$ cat config.mk
export PLATFORM = sky130hd
export DESIGN_NAME = mem_bus_arbiter
export DESIGN_NICKNAME = d
export VERILOG_FILES = /design/src/rtl/mem_bus_arbiter.sv
export SDC_FILE = /design/constraint.sdc
export NUM_CORES = 1
export LEC_CHECK = 0
export CELL_PAD_IN_SITES_DETAIL_PLACEMENT = 1
export CELL_PAD_IN_SITES_GLOBAL_PLACEMENT = 1
export CORE_MARGIN = 2
export CORE_UTILIZATION = 31
export DETAILED_ROUTE_END_ITERATION = 8
export PLACE_DENSITY = 0.84
export SYNTH_ARGS = -nofsm -noshare
export SYNTH_HDL_FRONTEND = slang
export SYNTH_SLANG_ARGS = --single-unit
export TNS_END_PERCENT = 10
$ cat constraint.sdc
create_clock -name clk -period 2.7 [get_ports clk]
set_input_delay 0.27 -clock clk [delete_from_list [all_inputs] [get_ports clk]]
set_output_delay 0.27 -clock clk [all_outputs]
set_load 0.01 [all_outputs]
$ cat src/rtl/mem_bus_arbiter.sv
// Two-master (CPU / monitor) arbiter for a shared 8-bit memory bus.
// One transaction at a time: IDLE -> ACCESS -> WAIT -> DONE, with round-robin on ties.
module mem_bus_arbiter (
    input  logic       clk,
    input  logic       reset,
    input  logic       cpu_req,
    input  logic       cpu_we,
    input  logic [7:0] cpu_addr,
    input  logic [7:0] cpu_wdata,
    output logic       cpu_ack,
    output logic [7:0] cpu_rdata,
    input  logic       mon_req,
    input  logic       mon_we,
    input  logic [7:0] mon_addr,
    input  logic [7:0] mon_wdata,
    output logic       mon_ack,
    output logic [7:0] mon_rdata,
    input  logic       halt_req,
    output logic       halted,
    output logic       bus_we,
    output logic [7:0] bus_addr,
    output logic [7:0] bus_wdata,
    input  logic [7:0] bus_rdata,
    output logic       busy
);

    typedef enum logic [1:0] {
        StIdle   = 2'd0,
        StAccess = 2'd1,
        StWait   = 2'd2,
        StDone   = 2'd3
    } state_e;

    typedef enum logic {
        OwnCpu = 1'b0,
        OwnMon = 1'b1
    } owner_e;

    state_e     state_q, state_d;
    owner_e     owner_q, owner_d;
    owner_e     last_grant_q, last_grant_d;
    logic       we_q, we_d;
    logic [7:0] addr_q, addr_d;
    logic [7:0] wdata_q, wdata_d;
    logic [7:0] cpu_rdata_q, cpu_rdata_d;
    logic [7:0] mon_rdata_q, mon_rdata_d;
    logic       halted_q, halted_d;

    logic   cpu_eligible;
    logic   grant_valid;
    owner_e grant_owner;
    logic   cpu_txn;

    // Arbitration: the CPU is locked out while halt_req is high.
    always_comb begin
        cpu_eligible = cpu_req & ~halt_req;
        grant_valid  = cpu_eligible | mon_req;
        grant_owner  = OwnCpu;
        if (cpu_eligible && mon_req) begin
            grant_owner = (last_grant_q == OwnMon) ? OwnCpu : OwnMon;
        end else if (mon_req) begin
            grant_owner = OwnMon;
        end
    end

    // A CPU transaction still using the bus defers entry into the halted state.
    assign cpu_txn = ((state_q == StAccess) || (state_q == StWait)) && (owner_q == OwnCpu);

    always_comb begin
        state_d      = state_q;
        owner_d      = owner_q;
        last_grant_d = last_grant_q;
        we_d         = we_q;
        addr_d       = addr_q;
        wdata_d      = wdata_q;
        cpu_rdata_d  = cpu_rdata_q;
        mon_rdata_d  = mon_rdata_q;

        unique case (state_q)
            StIdle: begin
                if (grant_valid) begin
                    state_d      = StAccess;
                    owner_d      = grant_owner;
                    last_grant_d = grant_owner;
                    if (grant_owner == OwnMon) begin
                        we_d    = mon_we;
                        addr_d  = mon_addr;
                        wdata_d = mon_wdata;
                    end else begin
                        we_d    = cpu_we;
                        addr_d  = cpu_addr;
                        wdata_d = cpu_wdata;
                    end
                end
            end
            StAccess: begin
                state_d = StWait;
            end
            StWait: begin
                state_d = StDone;
                if (!we_q) begin
                    if (owner_q == OwnMon) begin
                        mon_rdata_d = bus_rdata;
                    end else begin
                        cpu_rdata_d = bus_rdata;
                    end
                end
            end
            StDone: begin
                state_d = StIdle;
            end
            default: begin
                state_d = StIdle;
            end
        endcase

        if (!halt_req) begin
            halted_d = 1'b0;
        end else if (!cpu_txn) begin
            halted_d = 1'b1;
        end else begin
            halted_d = halted_q;
        end
    end

    always_ff @(posedge clk) begin
        if (reset) begin
            state_q      <= StIdle;
            owner_q      <= OwnCpu;
            last_grant_q <= OwnMon;
            we_q         <= 1'b0;
            addr_q       <= 8'h00;
            wdata_q      <= 8'h00;
            cpu_rdata_q  <= 8'h00;
            mon_rdata_q  <= 8'h00;
            halted_q     <= 1'b0;
        end else begin
            state_q      <= state_d;
            owner_q      <= owner_d;
            last_grant_q <= last_grant_d;
            we_q         <= we_d;
            addr_q       <= addr_d;
            wdata_q      <= wdata_d;
            cpu_rdata_q  <= cpu_rdata_d;
            mon_rdata_q  <= mon_rdata_d;
            halted_q     <= halted_d;
        end
    end

    // Bus outputs decode from registered state only, so they are quiet outside ACCESS/WAIT.
    always_comb begin
        bus_we    = 1'b0;
        bus_addr  = 8'h00;
        bus_wdata = 8'h00;
        unique case (state_q)
            StAccess: begin
                bus_we    = we_q;
                bus_addr  = addr_q;
                bus_wdata = wdata_q;
            end
            StWait: begin
                bus_addr  = addr_q;
                bus_wdata = wdata_q;
            end
            default: begin
                bus_we    = 1'b0;
                bus_addr  = 8'h00;
                bus_wdata = 8'h00;
            end
        endcase
    end

    assign cpu_ack   = (state_q == StDone) && (owner_q == OwnCpu);
    assign mon_ack   = (state_q == StDone) && (owner_q == OwnMon);
    assign cpu_rdata = cpu_rdata_q;
    assign mon_rdata = mon_rdata_q;
    assign halted    = halted_q;
    assign busy      = (state_q != StIdle);

endmodule

Yosys cells after proc, flatten, opt, wreduce, memory -nomap -nowiden

Cells that the tools add are included.

Flip-flop bits (word level): 38
Bits of input ports: 47
Output and inout bits: 37
Logic and storage cells: 41

Equality and inequality tests: 4
Multiplexer cells: 11
Bitwise logic cells: 5
Reduce and logical (&&, ||, !) cells: 12

Operator list:

| kind                                                                  | number |
|---|---|
| 8-bit 2-to-1 mux                                                      | 4 |
| 2-bit case mux with 4 select lines                                    | 1 |
| 3-bit AND reduction                                                   | 2 |
| 1-bit 2-to-1 mux                                                      | 5 |
| 2-bit equality test, second input constant                            | 2 |
| 1-bit logical AND                                                     | 4 |
| 2-bit OR reduction                                                    | 2 |
| 1-bit inverter                                                        | 3 |
| 2-bit by 1-bit equality test with 1-bit output, second input constant | 1 |
| 2-bit logical NOT                                                     | 1 |
| 2-bit 2-to-1 mux                                                      | 1 |
| 2-bit != test, second input constant                                  | 1 |
| 2-bit AND reduction                                                   | 1 |
| 2-bit nonzero test                                                    | 1 |
| 1-bit AND                                                             | 1 |
| 1-bit logical OR                                                      | 1 |
| 1-bit OR                                                              | 1 |

Longest topological paths before layout

Gate-level depths: netlist (run 1).

Depth in word-level cells: 5
Mapped depth: 7
Gate-level depth less buffers: 6

Worst setup path before layout (run 1)

OpenSTA, ideal clock, no wires.

Kind: flip-flop to output port
From: register state_q[0]
To: output port bus_addr[0]
Arrival time: 1.169 ns
Data required time: 2.430 ns
Setup slack: 1.261 ns
Stages on the path, launching flop included: 5
Path buffers: 1
Cell sequence: dfxtp_1 > inv_1 > ha_1 > clkbuf_1 > and2_1

Word-level cells in the longest chain between the ends: 3
Elaborated cells on any way between the ends: 4
Classes of those cells: eq/ne: 2; mux: 1; reduce/logical: 1

RTL lines:

| item                                                                                  | RTL line | text |
|---|---|---|
| start: declaration                                                                    | 39       | `state_e state_q, state_d;` |
| start signal: assignment                                                              | 128      | `state_q <= StIdle;` |
| start signal: assignment                                                              | 138      | `state_q <= state_d;` |
| 2-bit by 1-bit equality test with 1-bit output or 2-bit equality test (tied branches) | 155      | `unique case (state_q)` |
| 2-bit OR reduction (no source line) (*)                                               | -        |  |
| 8-bit 2-to-1 mux (*)                                                                  | 155      |  |
| end: declaration                                                                      | 21       | `output logic [7:0] bus_addr,` |

Mark *: on every way between the ends. The rest lies on a longest branch, timed or not.

Worst setup path in the final report (run 1)

From: register state_q[0]
To: output port bus_addr[4]

Same word-level chain as after synthesis.

==> results of run 1 <==
## worst paths after layout
kind | startpoint | to | slack, ns | cells past startpoint
max | state_q[0] | bus_addr[4] | 0.31 | 4
min | cpu_rdata[1] | cpu_rdata[1] | 0.49 | 2
max reg2reg | state_q[0] | wdata_q[6] | 0.95 | 6
min reg2reg | cpu_rdata[1] | cpu_rdata[1] | 0.49 | 2
## routing by layer
layer	vias up	wire length [um]	track usage [%]
met5	-	0	0
met4	0	49	6.21
met3	4	394	4.98
met2	65	2440	29.2
met1	772	2090	17.6
li1	850	-	-
## placed cells by master (no fill, tap or decap), types with 2 or more instances in the layout
| cell | count |
|---|---|
| nor2b_1 | 3 |
| and2_1 | 18 |
| a211oi_1 | 2 |
| clkdlybuf4s50_1 | 83 |
| clkbuf_8 | 6 |
| inv_1 | 5 |
| a311oi_1 | 16 |
| nand2_1 | 17 |
| mux2i_1 | 17 |
| dfxtp_1 | 38 |
| buf_4 | 4 |
| nand3_1 | 16 |
| ha_1 | 4 |
| nor3_1 | 2 |
| nor2_1 | 37 |
## cell type report
class / instances / area (um^2) / share of cell area [%]
flip-flops and latches: 38 / 761 / 27.7
repair buffers: 88 / 881 / 32.1
multi-input cells: 143 / 902 / 32.9
clock buffers: 7 / 86.3 / 3.15
clock inverters: 1 / 5.00 / 0.182
inverters: 5 / 18.8 / 0.684
well taps: 72 / 90.1 / 3.28
## where the power goes
part	switching (mW)	internal, mW
Clock	0.189	0.206
Combinational	0.465	0.488
Sequential	0.0803	0.691
Total	0.735	1.39
## logic make-up (layout without fill, tap and decap cells)
family | Yosys count | in the layout | synth area share, %
DFF | 38 | 38 | 43.0
buffers and inverters | 20 | 101 | 6.29
adders and majority gates | 4 | 4 | 2.83
and+or+nand+nor | 99 | 99 | 27.3
muxes | 17 | 17 | 9.62
AOI/OAI and AO/OA | 23 | 23 | 11.0
## through the flow
| step | setup WS (ns) | util, % | cell area, um^2 | power [mW] |
|---|---|---|---|---|
| after floorplan | 1.26 | - | 1770 | 1.34 |
| after global placement | 0.657 | 48.2 | 2650 | 1.71 |
| after detailed placement | 0.622 | 48.2 | 2650 | 1.75 |
| after CTS | 0.294 | 49.8 | 2740 | 2.16 |
| after global routing | 0.158 | 49.8 | 2740 | 2.28 |
| final | 0.311 | 49.8 | 2740 | 2.12 |
## critical path, delay by kind of cell, from the launching register on
family	cells	cell delay, ns
simple gates	1	0.22
flops	1	0.38
buf+inv	2	0.61
fa+ha+maj	1	0.62
## flip-flops by register name, summed over array words and instances (netlist names)
register	cells
state_q	2
we_q	1
cpu_rdata	8
halted	1
addr_q	8
wdata_q	8
owner_q	1
last_grant_q	1
mon_rdata	8
==> qor.yml, run 1 <==
port_buffers: 83
setup_violations: 0
ys_ff_latch: 38
fin_nets: 332
antenna_found_initial: 0
finClkSkew_ns: 0.00633
grt_pass1_vias: 1750
fill_cells: 638
synth_ff_type: "dfxtp_1"
crit_fanout: 18
vias_per_cell: 4.78
grtUsageTotal_pct: 16.2
drt_iter0_drc: 22
die_h_um: 79.5
clock_sinks: 38
ys_top_cells_by_count: "dfxtp_1, nor2_1, and2_1, mux2i_1, nand2_1"
hold_viol_final: 0
maxSlewHeadroom_pct: 61.7
finalCritPeriodShare_pct: 88.5
peakVddDrop_mv: 0.319
cts_tree: "yes"
root_buffer: "clkbuf_8"
seq_area_frac_synth_pct: 43.0
grt-ovfl-total: 0
yosys.area.top_type_share_pct: 43.0
layout_min_cycle_time_ns: 2.39
max_stage_delay_ns: 0.62
area_growth_pct: 55.1
dp_hpwl_mm: 3.73
start_kind: "flip-flop"
cts_setup_buffers: 0
drtAntennaViolNets: 0
ios: 84
via_count: 1691
max_freq_ghz: 0.419
status: "finished clean"
syn_area_mm2: 0.00177
drc: 0
tightest_slew_ns: 0.572
crit_slowest_cell: "ha_1"
drt-total-wl_mm: 4.98
drive_gt1_share_pct: 5.67
yosysTopAreaCell: "dfxtp_1"
power.static_leakage_nw: 1.10
first_pass_iters: 4
cts_buffers: 5
place_inst: 346
core_mm2: 0.00551
grt_max_degree: 27
syn-num-nets: 252
p_per_area_mw_per_mm2: 773
worstPathRequired_ns: 2.43
drv_cap: 0
ys_top_cells_by_area: "dfxtp_1, mux2i_1, a311oi_1"
synth_area_per_cell_um2: 8.80
tns_ns: 0
stdcell_count: 354
initial_core_util_pct: 32.1
drv_slew: 0
insertedDiodeCount: 0
grt_pass1_wl_mm: 7.97
rsz0062_at_grt: "false"
cp_cell_sequence: "inv_1 > ha_1 > and2_1 > clkdlybuf4s50_1"
place_congestion: 0.699
wl_per_cell_um: 14.1
yosysUniqueCellTypes: 29
clk_pin_slew_ns: 0.07
cts_resized: 0
clk_path_buf_depth: 2
hold_path.class: "flip-flop to flip-flop"
clk_latency_ns: 0.28
rows: 27
hold-worst-slack_ns: 0.493
syn_inst: 201
worstPathArrival_ns: 2.12
yosysMostFrequentCell: "dfxtp_1"
synthArstFlopShare_pct: 0
die_w_um: 79.5
die_area_mm2: 0.00633
end_kind: "primary output"
synth-edff-count: 0
yosysWarnings: 0
critical_path_class: "flip-flop to primary output"
cts_max_level: 2
cts-hold-fix-buffers: 0
Power figures use the tool's default switching activity.
==> run 2, diff against run 1 <==
--- a/config.mk
+++ b/config.mk
@@ -11,6 +11,7 @@
 export CORE_UTILIZATION = 31
 export DETAILED_ROUTE_END_ITERATION = 8
 export PLACE_DENSITY = 0.84
+export SKIP_LAST_GASP = 1
 export SYNTH_ARGS = -nofsm -noshare
 export SYNTH_HDL_FRONTEND = slang
 export SYNTH_SLANG_ARGS = --single-unit
==> results of run 2 <==
The final DEF is identical to that of run 1; final timing and power are the same.
